`config.mk`:
```
export PLATFORM = sky130hd
export DESIGN_NAME = fetch_unit
export DESIGN_NICKNAME = d
export VERILOG_FILES = /design/src/rtl/fetch_unit.sv
export SDC_FILE = /design/constraint.sdc
export NUM_CORES = 1
export LEC_CHECK = 0
export CORE_MARGIN = 2
export CORE_UTILIZATION = 49
export CTS_BUF_LIST = sky130_fd_sc_hd__clkbuf_4 sky130_fd_sc_hd__clkbuf_8 sky130_fd_sc_hd__clkbuf_16
export DETAILED_ROUTE_END_ITERATION = 10
export HOLD_SLACK_MARGIN = 0.02
export PLACE_DENSITY_LB_ADDON = 0.15
export SYNTH_ARGS = -nofsm -noshare
export SYNTH_HDL_FRONTEND = slang
export SYNTH_SLANG_ARGS = --single-unit
```
`constraint.sdc`:
```
create_clock -name clk -period 2 [get_ports clk]
set_input_delay 0.4 -clock clk [delete_from_list [all_inputs] [get_ports clk]]
set_output_delay 0.4 -clock clk [all_outputs]
set_load 0.05 [all_outputs]
```
`src/rtl/fetch_unit.sv`:
```
// Instruction fetch stage: drives the I-cache with pc/fetch_en, queues returned
// words toward decode, holds pc across cache refills and handles redirects.
module fetch_unit #(
    parameter int unsigned     XLEN     = 32,
    parameter logic [XLEN-1:0] RESET_PC = '0,
    parameter int unsigned     QDEPTH   = 2
) (
    input  logic            clk,
    input  logic            reset,
    output logic [XLEN-1:0] pc,
    output logic            fetch_en,
    input  logic            ic_ready,
    input  logic            ic_miss,
    input  logic [31:0]     ic_instr,
    input  logic            redirect_valid,
    input  logic [XLEN-1:0] redirect_pc,
    output logic            if_valid,
    output logic [XLEN-1:0] if_pc,
    output logic [31:0]     if_instr,
    input  logic            id_ready
);

    localparam int unsigned PW = $clog2(QDEPTH);
    localparam int unsigned CW = PW + 1;

    typedef enum logic [1:0] {
        RUN        = 2'd0,
        FILL       = 2'd1,
        FILL_FLUSH = 2'd2
    } state_t;

    state_t          state;
    logic [CW-1:0]   count;
    logic [PW-1:0]   rd_ptr;
    logic [PW-1:0]   wr_ptr;
    logic [XLEN-1:0] pend_pc;
    logic [XLEN-1:0] mem_pc    [QDEPTH];
    logic [31:0]     mem_instr [QDEPTH];

    logic [XLEN-1:0] redir_tgt;
    logic            push;
    logic            pop;

    assign redir_tgt = {redirect_pc[XLEN-1:2], 2'b00};

    // Fetch request stays high through a refill so the cache can finish the held line.
    assign fetch_en = reset & ((state != RUN) | ((count < CW'(QDEPTH)) & ~redirect_valid));

    // Queue head is read straight out of storage; no path from ic_* to if_*.
    assign if_valid = (count != '0);
    assign if_pc    = mem_pc[rd_ptr];
    assign if_instr = mem_instr[rd_ptr];

    // Push/pop qualification; a redirect flushes and overrides both.
    always_comb begin
        push = 1'b0;
        pop  = 1'b0;
        if (!redirect_valid) begin
            pop = if_valid & id_ready;
            case (state)
                RUN:     push = fetch_en & ic_ready;
                FILL:    push = ic_ready;
                default: push = 1'b0;
            endcase
        end
    end

    // Fetch queue storage, pointers and occupancy.
    always_ff @(posedge clk or negedge reset) begin
        if (!reset) begin
            count  <= '0;
            rd_ptr <= '0;
            wr_ptr <= '0;
            for (int unsigned i = 0; i < QDEPTH; i++) begin
                mem_pc[i]    <= '0;
                mem_instr[i] <= '0;
            end
        end else if (redirect_valid) begin
            count  <= '0;
            rd_ptr <= '0;
            wr_ptr <= '0;
        end else begin
            if (push) begin
                mem_pc[wr_ptr]    <= pc;
                mem_instr[wr_ptr] <= ic_instr;
                wr_ptr            <= wr_ptr + PW'(1);
            end
            if (pop) begin
                rd_ptr <= rd_ptr + PW'(1);
            end
            case ({push, pop})
                2'b10:   count <= count + CW'(1);
                2'b01:   count <= count - CW'(1);
                default: count <= count;
            endcase
        end
    end

    // Fetch FSM: pc sequencing, refill hold and pending-redirect tracking.
    always_ff @(posedge clk or negedge reset) begin
        if (!reset) begin
            state   <= RUN;
            pc      <= RESET_PC;
            pend_pc <= '0;
        end else begin
            case (state)
                RUN: begin
                    if (redirect_valid) begin
                        pc <= redir_tgt;
                    end else if (push) begin
                        pc <= pc + XLEN'(4);
                    end else if (fetch_en && ic_miss) begin
                        state <= FILL;
                    end
                end
                FILL: begin
                    if (redirect_valid) begin
                        pend_pc <= redir_tgt;
                        state   <= FILL_FLUSH;
                    end else if (ic_ready) begin
                        pc    <= pc + XLEN'(4);
                        state <= RUN;
                    end
                end
                FILL_FLUSH: begin
                    if (redirect_valid) begin
                        pend_pc <= redir_tgt;
                        if (ic_ready) begin
                            pc    <= redir_tgt;
                            state <= RUN;
                        end
                    end else if (ic_ready) begin
                        pc    <= pend_pc;
                        state <= RUN;
                    end
                end
                default: state <= RUN;
            endcase
        end
    end

endmodule

```
Word-level counts from Yosys, hierarchy flattened
Cells that the tools add are included.

Bits of input ports: 70. Bits in registers: 196.

Bitwise operators: 8. Eq/ne operators: 11. Order comparisons: 4. $add $sub $neg: 5. Reductions and logical operators: 14. Multiplexer cells: 33.

Operators with widths (number): $mux W32 (14); $bwmux W64 (2); $pmux W32 S3 (1); $add A32 B3 Y32 const B (1); $demux W32 S1 (1); $mux W2 (6); $ne A2 B2 Y1 const B (6); $reduce_bool A2 Y1 (4); $mux W1 (6); $pmux W2 S3 (1); $reduce_bool A3 Y1 (2); $reduce_and A5 Y1 (1); $and A1 B1 Y1 (4); $eq A2 B1 Y1 const B (2); $eq A2 B2 Y1 const B (2); $ge A2 B2 Y1 const B (2); $not A1 Y2 (2); $pmux W2 S2 (1); $reduce_and A2 Y1 (2); $ne A3 B3 Y1 const B (1); $reduce_and A3 Y1 (1); $add A1 B1 Y1 const B (2); $add A2 B1 Y2 const B (1); $logic_and A1 B1 Y1 (2); other kinds (8) (8).

Longest topological paths before layout
Gate-level depths: netlist of run 1.

Depth in word-level cells: 10. Mapped depth: 10.

Least setup slack after synthesis of run 1
No wires, ideal clock.

Kind: register to register. Start point: register pc[3]. End point: register pc[28]. Path slack: -649 ps. Data required time: 1858 ps. Clock period less this slack: 2649 ps. Library setup time: 142 ps. Path buffers: 1. Stages on the path, launching flop included: 8. Data arrival time: 2507 ps. Cell sequence: dfrtp_1 > ha_1 > nand2_2 > or4_1 > clkbuf_1 > o31a_1 > a2111oi_2 > a2111oi_1.

Word-level cells in the longest chain between the ends: 4. Elaborated cells between the ends (all ways): 6. Those cells by class: 1 x add/sub; 5 x mux.

Ends and longest elaborated chain: start: declaration (line 10) `output logic [XLEN-1:0] pc,`; start signal: assignment (line 109) `pc <= redir_tgt;`; start signal: assignment (line 111) `pc <= pc + XLEN'(4);`; start signal: assignment (line 121) `pc <= pc + XLEN'(4);`; $add A32 B3 Y32 (*) (line 111, 121); $mux W32 (on tied branches) (line 120, 110); $mux W32 (on tied branches) (line 117, 108); $pmux W32 S3 (*) (line 106) `case (state)`.

Every way passes the cells marked *; elsewhere a longest branch is shown, timed or not. The select of a mux whose other input is x is not followed. A chain may end at the register's enable or synchronous reset.

Worst setup path after layout of run 1
Start point: register state[0]. End point: register mem_instr[57] (netlist name).

Word-level cells in the longest chain between the ends: 7. Elaborated cells between the ends (all ways): 9. Those cells by class: 1 x eq/ne; 2 x mux; 3 x bitwise; 3 x reduce/logical.

Ends and longest elaborated chain: start: declaration (line 32) `state_t state;`; start signal: assignment (line 102) `state <= RUN;`; start signal: assignment (line 113) `state <= FILL;`; start signal: assignment (line 119) `state <= FILL_FLUSH;`; $reduce_bool A2 Y1 (line 47) `assign fetch_en = reset & ((state != RUN) | ((count < CW'(QDEPTH)) & ~redirect_valid));`; $or A1 B1 Y1 (line 47); $and A1 B1 Y1 (line 47); $and A1 B1 Y1 (line 61) `RUN: push = fetch_en & ic_ready;`; $pmux W1 S2 (*) (line 60) `case (state)`; $mux W1 (*) (line 58) `if (!redirect_valid) begin`; $reduce_and A2 Y1 (no line) (*); end signal: indexed assignment (line 85) `mem_instr[wr_ptr] <= ic_instr;`; end: declaration (line 38) `logic [31:0] mem_instr [QDEPTH];`.

Every way passes the cells marked *; elsewhere a longest branch is shown, timed or not.

==> impl_metrics.yaml, run 1 <==
critical_path:
  worstPathCellList: "inv_4 > ha_4 > and4bb_2 > o21ai_4 > or3_4 > clkbuf_16 > mux2_2"
  worst_path_largest_cell_delay_ns: 0.48
  r2r-start: "state[0]"
  r2r_setup_slack_ns: -0.11
  cp.required_ns: 2.32
  cp-start-kind: "register"
  reg2reg_to: "mem_instr[57]"
  critPathTopFamily: "simple AND/OR/NAND/NOR gates"
  startpoint: "state[0]"
  critPathKind: "register to register"
  crit_buf_inv: 2
  arrival_ns: 2.42
  crit_fanout: 6
  r2r_cells: 7
  crit_slowest_cell: "or3_4"
  end_kind: "register"
timing:
  tightestPinTransition_ns: 0.880
  period_minus_slack_ns: 2.11
  drv_slew: 0
  slew_headroom: 0.413
  finalSetupViolCount: 187
  fmax_mhz: 475
  skew_ns: 0.0133
  layout_setup_ws_ns: -0.105
  report.final.hold_viol_count: 0
  fin_crit_sh: 1.05
  rsz0062_at_grt: "yes"
synth:
  async_flop_share: 1.00
  ys_ff_latch: 190
  syn_area_mm2: 0.0100
  avgSynthCellArea_um2: 11.4
  seq_area_frac_synth: 0.473
  ys.warnings.count: 0
  synth_edf_count: 0
  synth_flop_cell: "dfrtp_1"
  synth_top_cell_area_share: 0.473
  synthesis.instances: 880
  synth_top_area_cell: "dfrtp_1"
  netlist-cell-type-count: 74
  synth.area.top_cells: "dfrtp_1, mux2_2, o21ai_0"
route:
  drt_pre_antenna_iters: 5
  routed_wl_um: 29600
  via_per_inst: 5.75
  wl_per_cell_um: 20.5
  postRouteAntennaNets: 0
  vias: 8325
  drtIter0Drc: 563
  drcViolationCount: 0
power:
  ir_worst_vdd_v: 0.000871
  p_leak_nw: 6.35
  power.density_mw_per_mm2: 1840
clock_tree:
  cts_tree: "done"
  cts-root-buf: "clkbuf_16"
  clk_transition_reported_paths_ns: 0.08
  cts_buffers: 17
  htreeDepth: 4
  cts.sinks: 190
  clockBufferDepth: 2
  clock_latency_ns: 0.44
layout:
  area_growth_pct: 42.9
  drive_gt1_frac: 0.514
  nets: 1240
  n_antenna_cell: 0
  post-route-util: 0.712
global_route:
  grt_max_degree: 158
  grt_usage: 0.261
  overflow: 0
  grt_pass1_wl_um: 44800
  antenna_found_initial: 1
  first_global_vias: 8172
floorplanning:
  chipHeight_um: 147
  dieArea_mm2: 0.0217
  rows: 52
  coreArea_mm2: 0.0202
  initial_core_util: 0.498
  dieWidth_um: 147
  io_pins: 168
place:
  portBuffers: 161
  place_congestion: 0.932
  dp_slack_ns: -0.272
  dpl.hpwl_um: 19300
status:
  status: "finished, violations left"
  violations: "setup timing"
min_path:
  hp-class: "input port to async pin"
job:
  cap_violations: 0
timing repair:
| item | CTS | global route |
|---|---|---|
| pin swaps | 9 | 15 |
| gates resized for setup | 80 | 65 |
| endpoints found under the setup margin | 161 | 215 |
| setup buffers | 7 | 5 |
| hold buffers | 1 | 0 |
| endpoints found under the hold margin | 7 | 0 |
| gates cloned | 2 | 12 |
per-stage QoR:
step,power [W],instances,instance area [um^2],hold WS (ns),setup TNS [ns]
floorplan,0.0159,883,10200,0.104,-1.61
global placement,0.0206,1389,12800,0.360,-16.66
detailed placement,0.0209,1389,12800,0.359,-18.08
CTS,0.0254,1431,13800,0.439,-3.15
global route,0.0277,1448,14400,0.467,-17.36
finish,0.0264,1448,14400,0.448,-8.67
state kept, by name, indices dropped and copies added, names as in the netlist:
| register | flops |
|---|---|
| mem_instr | 64 |
| pend_pc | 30 |
| state | 2 |
| wr_ptr | 1 |
| mem_pc | 60 |
| count | 2 |
| rd_ptr | 1 |
| pc | 30 |
cells by family after synthesis:
group / after synthesis / share of synthesized area
fa+ha+maj: 5 / 0.00623
mux: 235 / 0.262
compound gates: 178 / 0.120
flops: 190 / 0.473
simple gates: 177 / 0.0939
buf+inv: 85 / 0.0369
other cells: 1 / 0.000373
xor+xnor: 9 / 0.00785
Yosys cell counts (7+ instances only):
master    count
a21oi_1      36
a221oi_1     10
a31oi_1      11
a32oi_1       7
buf_2        26
clkbuf_1     35
dfrtp_1     190
inv_1        15
mux2_2      224
mux2i_1      11
nand2_1      52
nand3_1      12
nand4_1      12
nor2_1       29
nor3_1       10
nor4_1       10
o21ai_0      46
xor2_1        8
worst reg2reg max path, cell delays in order (launching register included):
cell and delay, ns:
dfrtp_2 0.44, inv_4 0.09, ha_4 0.14, and4bb_2 0.26, o21ai_4 0.09, or3_4 0.48, clkbuf_16 0.20, mux2_2 0.28
cell type report:
cell class / instances / area (um^2)
Sequential cell: 190 / 4780
Timing Repair Buffer: 331 / 3240
Inverter: 15 / 58.8
Clock inverter: 14 / 169
Fill cell: 1506 / 5810
Multi-Input combinational cell: 610 / 5330
Tap cell: 270 / 338
Clock buffer: 18 / 433
worst max path at each step:
stage                    end  cells after the start  slack, ns
3_5_place_dp          pc[28]                      6      -0.27
5_1_grt        mem_instr[57]                      7      -0.15
3_3_place_gp          pc[24]                      7      -0.22
4_1_cts            if_pc[25]                      3      -0.08
2_1_floorplan         pc[18]                      6      -0.26
6_report       mem_instr[57]                      7      -0.11
where the power goes:
group	leakage (nW)	switching (W)	internal [W]
clock network	0.290	0.00165	0.00181
logic	3.71	0.00912	0.00721
registers	2.35	0.000951	0.00562
total	6.35	0.0117	0.0146
routing by layer:
metal / GRT usage / vias up / wire (um)
met1: 0.378 / 4111 / 13300
li1: - / 3849 / -
met3: 0.0543 / 45 / 1920
met4: 0.0726 / 2 / 503
met2: 0.402 / 318 / 13900
met5: 0 / - / 11
cell usage in the layout, fill, tap and decap left out, types with 9 or more instances in the layout:
| cell | n |
|---|---|
| buf_6 | 59 |
| nand2_1 | 51 |
| a21oi_1 | 31 |
| buf_12 | 12 |
| nand3_1 | 12 |
| buf_8 | 10 |
| buf_4 | 173 |
| a31oi_1 | 11 |
| inv_1 | 12 |
| dfrtp_2 | 21 |
| o21ai_0 | 41 |
| clkdlybuf4s50_1 | 65 |
| nor2_1 | 28 |
| nand4_1 | 12 |
| dfrtp_1 | 169 |
| clkbuf_16 | 24 |
| mux2_2 | 216 |
| nor3_1 | 9 |
| mux2i_1 | 10 |
Note: power is estimated with default switching activity, not from simulation.
==> run 2: changes to the inputs <==
--- a/config.mk
+++ b/config.mk
@@ -5,12 +5,13 @@
 export SDC_FILE = /design/constraint.sdc
 export NUM_CORES = 1
 export LEC_CHECK = 0
+export ABC_AREA = 1
 export CORE_MARGIN = 2
-export CORE_UTILIZATION = 49
+export CORE_UTILIZATION = 25
 export CTS_BUF_LIST = sky130_fd_sc_hd__clkbuf_4 sky130_fd_sc_hd__clkbuf_8 sky130_fd_sc_hd__clkbuf_16
 export DETAILED_ROUTE_END_ITERATION = 10
 export HOLD_SLACK_MARGIN = 0.02
-export PLACE_DENSITY_LB_ADDON = 0.15
+export PLACE_DENSITY = 0.48
 export SYNTH_ARGS = -nofsm -noshare
 export SYNTH_HDL_FRONTEND = slang
 export SYNTH_SLANG_ARGS = --single-unit
==> impl_metrics.yaml, run 2 <==
place:
  dpl.hpwl_um: 23000
  place_inst: 1986
  place_congestion: 0.821
  portBuffers: 161
timing:
  layout_setup_ws_ns: -0.0166
  skew_ns: 0.00954
  finalSetupViolCount: 24
  report.final.hold_viol_count: 0
  period_minus_slack_ns: 2.02
  drv_slew: 0
  tightestPinTransition_ns: 0.762
  rsz0062_at_grt: "yes"
  slew_headroom: 0.492
  fin_crit_sh: 1.01
  fmax_mhz: 496
clock_tree:
  cts-root-buf: "clkbuf_16"
  htreeDepth: 4
  clock_latency_ns: 0.44
  clockBufferDepth: 2
  cts_tree: "done"
  cts.sinks: 190
  cts_buffers: 17
  cts_hold_buf: 0
  clk_transition_reported_paths_ns: 0.08
critical_path:
  reg2reg_to: "mem_pc[5]"
  end_kind: "primary output"
  cp.required_ns: 1.60
  critPathKind: "register to primary output"
  startpoint: "rd_ptr"
  crit_fanout: 9
  worstSetupEndpoint: "if_pc[30]"
  r2r-start: "state[0]"
  r2r_cells: 10
  cp-start-kind: "register"
  arrival_ns: 1.62
  r2r_setup_slack_ns: 0.13
power:
  p_leak_nw: 6.84
  sw_frac_of_total: 0.464
  ir_worst_vdd_v: 0.000747
  clkPwrFrac: 0.127
  power_frac_seq: 0.242
  power.density_mw_per_mm2: 1920
  combPwrFrac: 0.630
  internal_power_w: 0.0153
  p_switching_w: 0.0133
min_path:
  hp-class: "input port to async pin"
status:
  status: "finished, violations left"
  violations: "setup timing"
synth:
  netlist-cell-type-count: 35
  avgSynthCellArea_um2: 7.77
  synth_mux_area_frac: 0.0745
  synth.most_common_cell: "nand2_1"
  synth_top_area_cell: "dfrtp_1"
  synth_top_cell_area_share: 0.467
  ys.warnings.count: 0
  synth_top_family_by_area: "simple AND/OR/NAND/NOR gates"
  async_flop_share: 1.00
  synth_compound_area_frac: 0.122
  synth_flop_cell: "dfrtp_1"
  syn_area_mm2: 0.0102
  synthTopCellsByCount: "nand2_1, dfrtp_1, o21ai_0, inv_1, nand3_1"
  synthXorXnorAreaFrac: 0.00430
  synth-simple-area-share: 0.244
  synth.area.top_cells: "dfrtp_1, nand2_1, o21ai_0"
  synthesis.instances: 1310
  synth_adder_area_share: 0.00614
  ys_ff_latch: 190
  seq_area_frac_synth: 0.467
  synth_edf_count: 0
global_route:
  overflow: 0
  grt_max_degree: 137
  grt_usage: 0.155
  first_global_vias: 9064
  antenna_found_initial: 0
  grt_pass1_wl_um: 51000
route:
  drtIter0Drc: 517
  drt_pre_antenna_iters: 5
  routed_wl_um: 34000
  postRouteAntennaNets: 0
  via_per_inst: 4.50
  wl_per_cell_um: 16.7
  vias: 9162
  drcViolationCount: 0
layout:
  post-route-util: 0.372
  drive_gt1_frac: 0.250
  fin_cells: 2038
  multi_input_area_mm2: 0.00528
  reg_top3: "mem_instr (64), mem_pc (60)"
  n_antenna_cell: 0
  area_growth_pct: 46.1
  top_register: "mem_instr"
  nets: 1576
  seq_area_mm2: 0.00476
  final_cell_mix: "nand2_1, dfrtp_1, inv_1"
  final_common_cell: "nand2_1"
  nFillCells: 4091
  largest_reg_flops: 64
floorplanning:
  coreArea_mm2: 0.0400
  rows: 73
  io_pins: 168
  chipHeight_um: 206
  dieArea_mm2: 0.0424
  initial_core_util: 0.255
  dieWidth_um: 206
job:
  cap_violations: 0
[run 2: cell count changes in the layout (fill, tap and decap cells not counted), moves of 45 or more]
| cell | previous run | this run |
|---|---|---|
| nand2_1 | 51 | 483 |
| mux2_2 | 216 | 42 |
| inv_1 | 12 | 105 |
| buf_4 | 173 | 84 |
| buf_12 | 12 | 76 |
| buf_6 | 59 | 5 |
| nand3_1 | 12 | 66 |
| o21ai_1 | 4 | 52 |
| o21ai_4 | 3 | 48 |
[run 2: layer usage]
layer	up-vias	GRT usage	part of all wire
li1	4564	-	-
met1	4351	0.215	0.47
met2	211	0.246	0.47
met3	36	0.0282	0.043
met4	0	0.0474	0.020
met5	-	0	0
[run 2: worst max-delay path: stages (launching register included)]
cell and delay, ns:
dfrtp_1 0.38, clkinv_4 0.09, buf_12 0.16, buf_6 0.19, o21ai_4 0.20, buf_12 0.15
[run 2: kinds of logic (layout without fill, tap and decap cells)]
kind of cell / Yosys count / in the layout
AO/OA/AOI/OAI: 235 / 235
other: 1 / 4
adder cells (fa/ha/maj): 5 / 5
flip-flops: 190 / 190
multiplexers: 61 / 61
AND/OR/NAND/NOR: 625 / 625
buffers and inverters: 188 / 388
XOR/XNOR: 5 / 5
[run 2: power by group through the flow]
stage	Combinational [W]	Clock [W]	Sequential (W)
after CTS	0.0167	0.00374	0.00690
after global routing	0.0193	0.00391	0.00715
after detailed placement	0.0160	0	0.00698
after floorplan	0.00856	0	0.00752
after global placement	0.0159	0	0.00691
final	0.0180	0.00364	0.00693
[run 2: final cells by class]
class	instances	share of cell area
clock buffers	18	0.0295
clock inverters	13	0.0110
inverters	115	0.0295
multi-input cells	935	0.355
flip-flops and latches	190	0.320
well taps	525	0.0442
repair buffers	242	0.211
[run 2: through the flow]
stage / power (W) / instance area, um^2 / worst slack [ns] / hold slack, ns / setup TNS [ns]
after global placement: 0.0228 / 13200 / -0.162 / 0.459 / -11.99
after CTS: 0.0274 / 14100 / -0.0633 / 0.0305 / -0.999
after detailed placement: 0.0230 / 13200 / -0.197 / 0.474 / -16.40
final: 0.0286 / 14900 / -0.0166 / 0.0358 / -0.136
after floorplan: 0.0161 / 10200 / -0.188 / 0.104 / -7.48
after global routing: 0.0304 / 14900 / -0.0908 / 0.0308 / -4.12
[run 2: timing repair]
item                       4_1_cts  5_1_grt
cloned                           1       12
setup endpoints to repair       59      125
pin swaps                        1       26
gates resized for setup         95       92
buffers inserted                 2        6
[run 2: how the worst min path moves through the flow]
stage / endpoint / from / slack [ns] / depth (start not counted)
6_report: mem_instr[12] / reset / 0.04 / 2
5_1_grt: mem_instr[12] / reset / 0.03 / 2
3_5_place_dp: mem_pc[34] / mem_pc[34] / 0.47 / 2
4_1_cts: mem_instr[12] / reset / 0.03 / 2
3_3_place_gp: wr_ptr / wr_ptr / 0.46 / 2
2_1_floorplan: count[0] / reset / 0.10 / 0
